===== src/rtl/neuron_mac_engine.sv =====
// neuron_mac_engine: one MLP neuron. It streams INPUT_NUM activations, fetches
// the matching weight from the SRAM for each one, multiply-accumulates them on
// top of the bias, then floors to the fixed-point grid, saturates, and presents
// the result on a valid/ready port.
// Optional build macro NEURON_RELU_EN: when defined, a ReLU is applied after
// saturation.
module neuron_mac_engine #(
   parameter int WEIGHT_WIDTH = 32,
   parameter int INPUT_NUM    = 8,
   parameter int ADDR_WIDTH   = 8,
   parameter int FRAC_BITS    = 16
) (
   input  logic                    clk,
   input  logic                    rst,
   input  logic                    start,
   input  logic [WEIGHT_WIDTH-1:0] bias,
   output logic                    busy,
   input  logic                    x_valid,
   input  logic [WEIGHT_WIDTH-1:0] x_data,
   output logic                    x_ready,
   output logic                    mem_read_enable,
   output logic [ADDR_WIDTH-1:0]   mem_read_address,
   input  logic [WEIGHT_WIDTH-1:0] mem_read_data,
   output logic                    out_valid,
   output logic [WEIGHT_WIDTH-1:0] out_data,
   input  logic                    out_ready
);

   localparam int PROD_W = 2 * WEIGHT_WIDTH;
   // Headroom for INPUT_NUM products plus the shifted bias, so the sum cannot wrap.
   localparam int ACC_W  = PROD_W + $clog2(INPUT_NUM) + 1;
   localparam logic [ADDR_WIDTH-1:0] IDX_LAST = ADDR_WIDTH'(INPUT_NUM - 1);

   localparam logic [2:0] IDLE   = 3'd0;
   localparam logic [2:0] FETCH  = 3'd1;
   localparam logic [2:0] DRAIN  = 3'd2;
   localparam logic [2:0] ROUND  = 3'd3;
   localparam logic [2:0] OUTPUT = 3'd4;

   logic [2:0]                     state;
   logic [ADDR_WIDTH-1:0]          idx;
   logic                           accept;
   logic signed [WEIGHT_WIDTH-1:0] x_s;
   logic signed [WEIGHT_WIDTH-1:0] w_s;
   logic signed [WEIGHT_WIDTH-1:0] bias_s;
   logic signed [PROD_W-1:0]       prod_p1;
   logic                           vld_p1;
   logic signed [ACC_W-1:0]        acc_p2;
   logic signed [ACC_W-1:0]        acc_sum;
   logic signed [WEIGHT_WIDTH-1:0] out_q;

   // Floor to the integer grid (an arithmetic shift rounds toward -inf), then
   // clamp to the output range. The value fits only when every bit above the
   // output sign bit matches that sign bit.
   function automatic logic signed [WEIGHT_WIDTH-1:0] round_sat(input logic signed [ACC_W-1:0] a);
      logic signed [ACC_W-1:0]      r;
      logic [ACC_W-WEIGHT_WIDTH:0]  hi;
      r  = a >>> FRAC_BITS;
      hi = r[ACC_W-1:WEIGHT_WIDTH-1];
      if ((&hi) || !(|hi))
         return r[WEIGHT_WIDTH-1:0];
      else if (r[ACC_W-1])
         return {1'b1, {(WEIGHT_WIDTH-1){1'b0}}};
      else
         return {1'b0, {(WEIGHT_WIDTH-1){1'b1}}};
   endfunction

   // Optional rectifier applied after saturation.
   function automatic logic signed [WEIGHT_WIDTH-1:0] relu(input logic signed [WEIGHT_WIDTH-1:0] s);
`ifdef NEURON_RELU_EN
      return s[WEIGHT_WIDTH-1] ? '0 : s;
`else
      return s;
`endif
   endfunction

   assign x_s     = x_data;
   assign w_s     = mem_read_data;
   assign bias_s  = bias;
   assign accept  = x_valid && (state == FETCH);
   assign acc_sum = acc_p2 + ACC_W'(prod_p1);

   assign busy             = (state != IDLE);
   assign x_ready          = (state == FETCH);
   assign mem_read_enable  = (state == FETCH);
   assign mem_read_address = (state == FETCH) ? idx : '0;
   assign out_valid        = (state == OUTPUT);
   assign out_data         = out_q;

   // Control FSM: sequences fetch, accumulator drain, rounding and the output handshake.
   always_ff @(posedge clk) begin
      if (rst) begin
         state <= IDLE;
      end else begin
         case (state)
            IDLE:    if (start) state <= FETCH;
            FETCH:   if (accept && (idx == IDX_LAST)) state <= DRAIN;
            DRAIN:   state <= ROUND;
            ROUND:   state <= OUTPUT;
            OUTPUT:  if (out_ready) state <= IDLE;
            default: state <= IDLE;
         endcase
      end
   end

   // Activation index: it doubles as the SRAM address and advances only on an accept.
   always_ff @(posedge clk) begin
      if (rst) begin
         idx <= '0;
      end else if (state == IDLE) begin
         if (start) idx <= '0;
      end else if (accept) begin
         idx <= idx + ADDR_WIDTH'(1);
      end
   end

   // Stage p1: register the activation * weight product together with its valid.
   always_ff @(posedge clk) begin
      if (rst) begin
         prod_p1 <= '0;
         vld_p1  <= 1'b0;
      end else if (accept) begin
         prod_p1 <= PROD_W'(x_s) * PROD_W'(w_s);
         vld_p1  <= 1'b1;
      end else begin
         vld_p1  <= 1'b0;
      end
   end

   // Stage p2: the accumulator is seeded with the bias scaled into the product format.
   always_ff @(posedge clk) begin
      if (rst) begin
         acc_p2 <= '0;
      end else if ((state == IDLE) && start) begin
         acc_p2 <= ACC_W'(bias_s) <<< FRAC_BITS;
      end else if (((state == FETCH) || (state == DRAIN)) && vld_p1) begin
         acc_p2 <= acc_sum;
      end
   end

   // Result register: loaded once in ROUND and held through OUTPUT and the following IDLE.
   always_ff @(posedge clk) begin
      if (rst) begin
         out_q <= '0;
      end else if (state == ROUND) begin
         out_q <= relu(round_sat(acc_p2));
      end
   end

endmodule


===== config.mk =====
export PLATFORM = sky130hd
export DESIGN_NAME = neuron_mac_engine
export DESIGN_NICKNAME = d
export VERILOG_FILES = /design/src/rtl/neuron_mac_engine.sv
export SDC_FILE = /design/constraint.sdc
export NUM_CORES = 2
export LEC_CHECK = 0
export BUFFER_PORTS_ARGS = -buffer_cell sky130_fd_sc_hd__buf_2
export CAP_MARGIN = 20
export CORE_MARGIN = 2
export CORE_UTILIZATION = 35
export CTS_CLUSTER_SIZE = 28
export DETAILED_ROUTE_END_ITERATION = 12
export PLACE_DENSITY = 0.52
export SLEW_MARGIN = 20
export SYNTH_ARGS = -nofsm -noshare
export SYNTH_HDL_FRONTEND = slang
export SYNTH_SLANG_ARGS = --single-unit
export TNS_END_PERCENT = 5

===== constraint.sdc =====
create_clock -name clk -period 7.68 [get_ports clk]
set_input_delay 0.384 -clock clk [delete_from_list [all_inputs] [get_ports clk]]
set_output_delay 0.384 -clock clk [all_outputs]
set_load 0.05 [all_outputs]

# Word-level counts from Yosys, hierarchy flattened
# Cells that the tools add are included.
# op_classes
n_addsub	2
mul	1
n_eq_ne	8
muxes	13
n_reduce_logical	16
# op_table
op	n
$mux W68	2
$add A68 B64 Y68	1
$mul A32 B32 Y64	1
$mux W32	2
$mux W8	4
$reduce_and A21 Y1	1
$reduce_or A21 Y1	1
$pmux W3 S5	1
$mux W3	3
$add A8 B1 Y8 const B	1
$eq A8 B3 Y1 const B	1
$eq A3 B2 Y1 const B	2
$logic_and A1 B1 Y1	4
$ne A2 B1 Y1 const B	2
$reduce_bool A2 Y1	2
$eq A3 B1 Y1 const B	1
$eq A3 B3 Y1 const B	1
$logic_not A3 Y1	1
$reduce_and A3 Y1	1
$reduce_bool A3 Y1	1
$logic_or A1 B1 Y1	2
$ne A2 B2 Y1 const B	1
$reduce_and A2 Y1	1
$reduce_or A2 Y1	1
other kinds (2)	2
# totals
register_bits	176
in_bits	101
output_inout_bits	44
word_cells	47

# Depth between registers and ports, before layout
# depth
word_depth	5
mapped_depth	29
mapped_depth_nobuf	27

# Worst setup path before layout
# Ideal clock, no wire load.
# synth_timing
kind	input -> register
startpoint	input port x_data[31]
endpoint	register prod_p1[60]
setup_ns	0.117
arrival_time_ns	7.708
t_required_ns	7.563
slack_ns	-0.145
path_stages	28
path_buffers	1
cell_sequence	clkbuf_1 -> nand2_1 -> inv_1 -> fa_1 -> inv_1 -> fa_1 -> inv_1 -> fa_1 -> fa_1 -> inv_1 -> fa_1 -> inv_1 -> fa_1 -> inv_1 -> fa_1 -> inv_1 -> fa_1 -> ha_1 -> nand4_1 -> or4_1 -> o221ai_1 -> a21oi_1 -> nand2b_1 -> nand3_1 -> a211oi_1 -> a21oi_1 -> xor2_1 -> a22o_1
# synth_between
elab_chain_len	1
# synth_rtl
element	line	source
from (decl)	19	input logic [WEIGHT_WIDTH-1:0] x_data,
$mul A32 B32 Y64	123	prod_p1 <= PROD_W'(x_s) * PROD_W'(w_s);
to (signal assigned)	123	
to (decl)	46	logic signed [PROD_W-1:0] prod_p1;
# No other way between the ends.
# A chain may end at the register's enable or synchronous reset.

# Worst setup path after layout
# layout_timing
startpoint	input port x_data[7]
endpoint	register prod_p1[48]
# The elaborated chain is that of the path after synthesis.

==> results.toml <==
[status]
result_of_the_run = "complete, no violations"

[timing]
period_utilisation_layout = 0.965
final-hold-violation-count = 0
drv_slew = 0
max_freq_mhz = 135
timing_worst_slew_pin_value_ns = 0.957
setup_violations = 0
final_period_minus_worst_setup_slack_ns = 7.41
slew-limit-headroom = 0.355
worst_clock_skew_ns = 0.0254
rsz0062_at_grt = "true"

[layout]
layout_commonest_cell = "sky130_fd_sc_hd__fa_1"
area.growth.synth_to_final_pct = 13.6
layout.cells.non_filler = 7371
fin_area_um2 = 53300
mostFrequentLayoutCells = "sky130_fd_sc_hd__fa_1, sky130_fd_sc_hd__inv_1, sky130_fd_sc_hd__nand2_1"
n_antenna_cell = 0
final_net_count = 7026
final_layout_size_suffix_gt1_frac = 0.125

[critical_path]
cp.buffers_inverters = 11
crit_type = "input port to flip-flop"
timing.critical_path.arrival_ns = 7.75
reg2reg_depth = 13
worst_reg2reg_setup_slack_ns = 3.85
worstReg2RegEnd = "acc_p2[60]"
startpoint_type = "input port"
startpoint_of_the_worst_slack_reg_to_reg_timing_path = "prod_p1[0]"
crit_required_ns = 8.02
crit_family = "adder cells"
most_used_cell_along_the_critical_path = "sky130_fd_sc_hd__fa_1"
worstSetupEndpointType = "flip-flop"
cpMaxStageDelayCell = "sky130_fd_sc_hd__fa_1"
critical-path-max-stage-delay_ns = 0.54
crit_fanout = 12

[placement]
number_of_port_buffers = 144
place_area_um2 = 52500
finalWeightedCongestion = 0.873
post-place-cells = 7338
detailed_place_hpwl_mm = 118

[clock_network]
cts.reportedPaths.clkPinSlew_ns = 0.07
cts_inserted_buffers = 17
cts_sinks = 176
cts_root_buf = "sky130_fd_sc_hd__clkbuf_16"
clk-insertion-delay-late_ns = 0.46
cts_tree = "built"
cts.htree.levels = 4
cts.path.max_buffers = 2

[grt]
first_pass_grt_wire_length_mm = 221
number_of_global_route_vias_before_repair = 39394
overflow = 0
antenna_found_initial = 2
grt_start_max_net_pins = 79
grt.total_usage = 0.205

[floorplanning]
die_y_um = 370
floorplan.initialDensity = 0.352
pin_count = 145
core.rowCount = 134
die-area_um2 = 137000
placeable_core_area_um2 = 133000
die_w_um = 370

[drt]
drt_first_pass_iters = 7
dr_total_vias = 35766
post_dr_vias_cell = 4.85
postRouteWirelength_mm = 136
detail-route-antenna-nets = 0
detail_route.iter0.violations = 1773
per_cell_routed_wire_length_um = 18.4
detail_route.drc_violations = 0

[synth]
seq_area_frac_synth = 0.0751
synth_fp_nets = 6703
synth.cell_area_um2 = 46900
synth.distinct_cells = 87
post_synthesis_sequential_element_count = 176
yosys_warnings = 0
synth-async-reset-ratio = 0
avg_inst_size_synth_um2 = 8.91
synth_cells = 5267
main_flop_type_after_synthesis = "sky130_fd_sc_hd__dfxtp_1"
count_of_flip_flops_with_a_built_in_enable_after_synthesis = 0

[min_path]
timing.hold.worst.start = "bias[4]"
worst_hold_path.num_cells = 3
min_delay_worst_endpoint = "acc_p2[20]"
worstHoldPathType = "input port to flip-flop"

[flow_run]
max_cap_violations = 0
state kept, by name, indices dropped and copies added (netlist names):
name      cells
idx           8
prod_p1      64
vld_p1        1
out_data     32
state         3
acc_p2       68
worst min-delay path, stage by stage:
cell and delay [ns]:
sky130_fd_sc_hd__buf_2 0.07, sky130_fd_sc_hd__a221oi_1 0.06, sky130_fd_sc_hd__nor2_1 0.07
worst max-delay path by stage:
stage	start	end	slack (ns)	depth (start not counted)
detailed placement	mem_read_data[8]	prod_p1[60]	-0.48	24
floorplan	x_data[31]	prod_p1[60]	0.005	28
CTS	x_data[11]	prod_p1[60]	0.002	23
global route	x_data[15]	prod_p1[48]	-0.04	30
finish	x_data[7]	prod_p1[48]	0.27	31
global placement	mem_read_data[8]	prod_p1[48]	-0.47	30
cell type report:
| cell class | instances | area [µm²] |
|---|---|---|
| tap | 1768 | 2210 |
| fill | 13570 | 80000 |
| clock inverter | 14 | 169 |
| sequential | 176 | 3520 |
| clock buffer | 18 | 439 |
| timing repair buffer | 605 | 4580 |
| multi-input combinational | 3788 | 38600 |
| inverter | 1002 | 3760 |
metal layers:
layer / track usage / wire [µm]
met2: 0.377 / 70800
met5: 0 / 0
met1: 0.258 / 57200
met3: 0.0198 / 4500
met4: 0.0465 / 3230
what timing repair did:
action | 4_1_cts | 5_1_grt
resized for setup | 3 | 32
setup endpoints to repair | 1 | 16
pin swaps | 0 | 3
buffers inserted | 0 | 1
hold buffers | 0 | 0
synthesized netlist by cell type, types with 7 or more instances:
| master | n | area share |
|---|---|---|
| sky130_fd_sc_hd__nor4_1 | 10 | 0.0013 |
| sky130_fd_sc_hd__o21ai_0 | 70 | 0.0075 |
| sky130_fd_sc_hd__nor2_1 | 154 | 0.012 |
| sky130_fd_sc_hd__a211o_1 | 9 | 0.0017 |
| sky130_fd_sc_hd__dfxtp_1 | 176 | 0.075 |
| sky130_fd_sc_hd__xor2_1 | 41 | 0.0077 |
| sky130_fd_sc_hd__nand4_1 | 37 | 0.0049 |
| sky130_fd_sc_hd__fa_1 | 1083 | 0.46 |
| sky130_fd_sc_hd__o21bai_1 | 27 | 0.0043 |
| sky130_fd_sc_hd__clkbuf_1 | 277 | 0.022 |
| sky130_fd_sc_hd__a21oi_2 | 7 | 0.0013 |
| sky130_fd_sc_hd__and3_1 | 19 | 0.0025 |
| sky130_fd_sc_hd__inv_1 | 1001 | 0.080 |
| sky130_fd_sc_hd__or3_1 | 10 | 0.0013 |
| sky130_fd_sc_hd__a311oi_1 | 11 | 0.0021 |
| sky130_fd_sc_hd__o21a_1 | 20 | 0.0032 |
| sky130_fd_sc_hd__a211oi_1 | 53 | 0.0085 |
| sky130_fd_sc_hd__a22oi_1 | 21 | 0.0034 |
| sky130_fd_sc_hd__xnor2_1 | 89 | 0.017 |
| sky130_fd_sc_hd__nor3_1 | 54 | 0.0058 |
| sky130_fd_sc_hd__ha_1 | 252 | 0.067 |
| sky130_fd_sc_hd__buf_1 | 10 | 0.00080 |
| sky130_fd_sc_hd__nor3b_1 | 11 | 0.0018 |
| sky130_fd_sc_hd__nor2b_1 | 37 | 0.0049 |
| sky130_fd_sc_hd__a21oi_1 | 249 | 0.027 |
| sky130_fd_sc_hd__o21ai_1 | 9 | 0.00096 |
| sky130_fd_sc_hd__nand2b_1 | 19 | 0.0025 |
| sky130_fd_sc_hd__o31ai_1 | 11 | 0.0018 |
| sky130_fd_sc_hd__a31oi_1 | 20 | 0.0027 |
| sky130_fd_sc_hd__a21boi_0 | 9 | 0.0014 |
| sky130_fd_sc_hd__nand2_1 | 726 | 0.058 |
| sky130_fd_sc_hd__a21o_1 | 51 | 0.0082 |
| sky130_fd_sc_hd__and2_1 | 534 | 0.071 |
| sky130_fd_sc_hd__nand3_1 | 35 | 0.0037 |
| sky130_fd_sc_hd__o211ai_1 | 14 | 0.0022 |
| sky130_fd_sc_hd__buf_2 | 12 | 0.0013 |
through the flow:
stage	hold slack, ns	util	setup TNS, ns	setup slack [ns]
2_1_floorplan	0.436	-	0	0.00474
3_3_place_gp	0.442	0.394	-4.81	-0.471
3_5_place_dp	0.451	0.394	-5.31	-0.482
4_1_cts	0.165	0.399	0	0.00180
5_1_grt	0.202	0.400	-0.0648	-0.0409
6_report	0.182	0.400	0	0.267
logic make-up after synthesis:
logic type | share of synthesized area
and+or+nand+nor | 0.174
adders and majority gates | 0.529
buffers and inverters | 0.105
AOI/OAI and AO/OA | 0.0922
DFF | 0.0751
xor gates and xnor gates | 0.0243
muxes | 0.000240
Power is left out: the tool's default activity adds up to more than one toggle a clock period on the data nets, which glitch-free logic cannot reach.
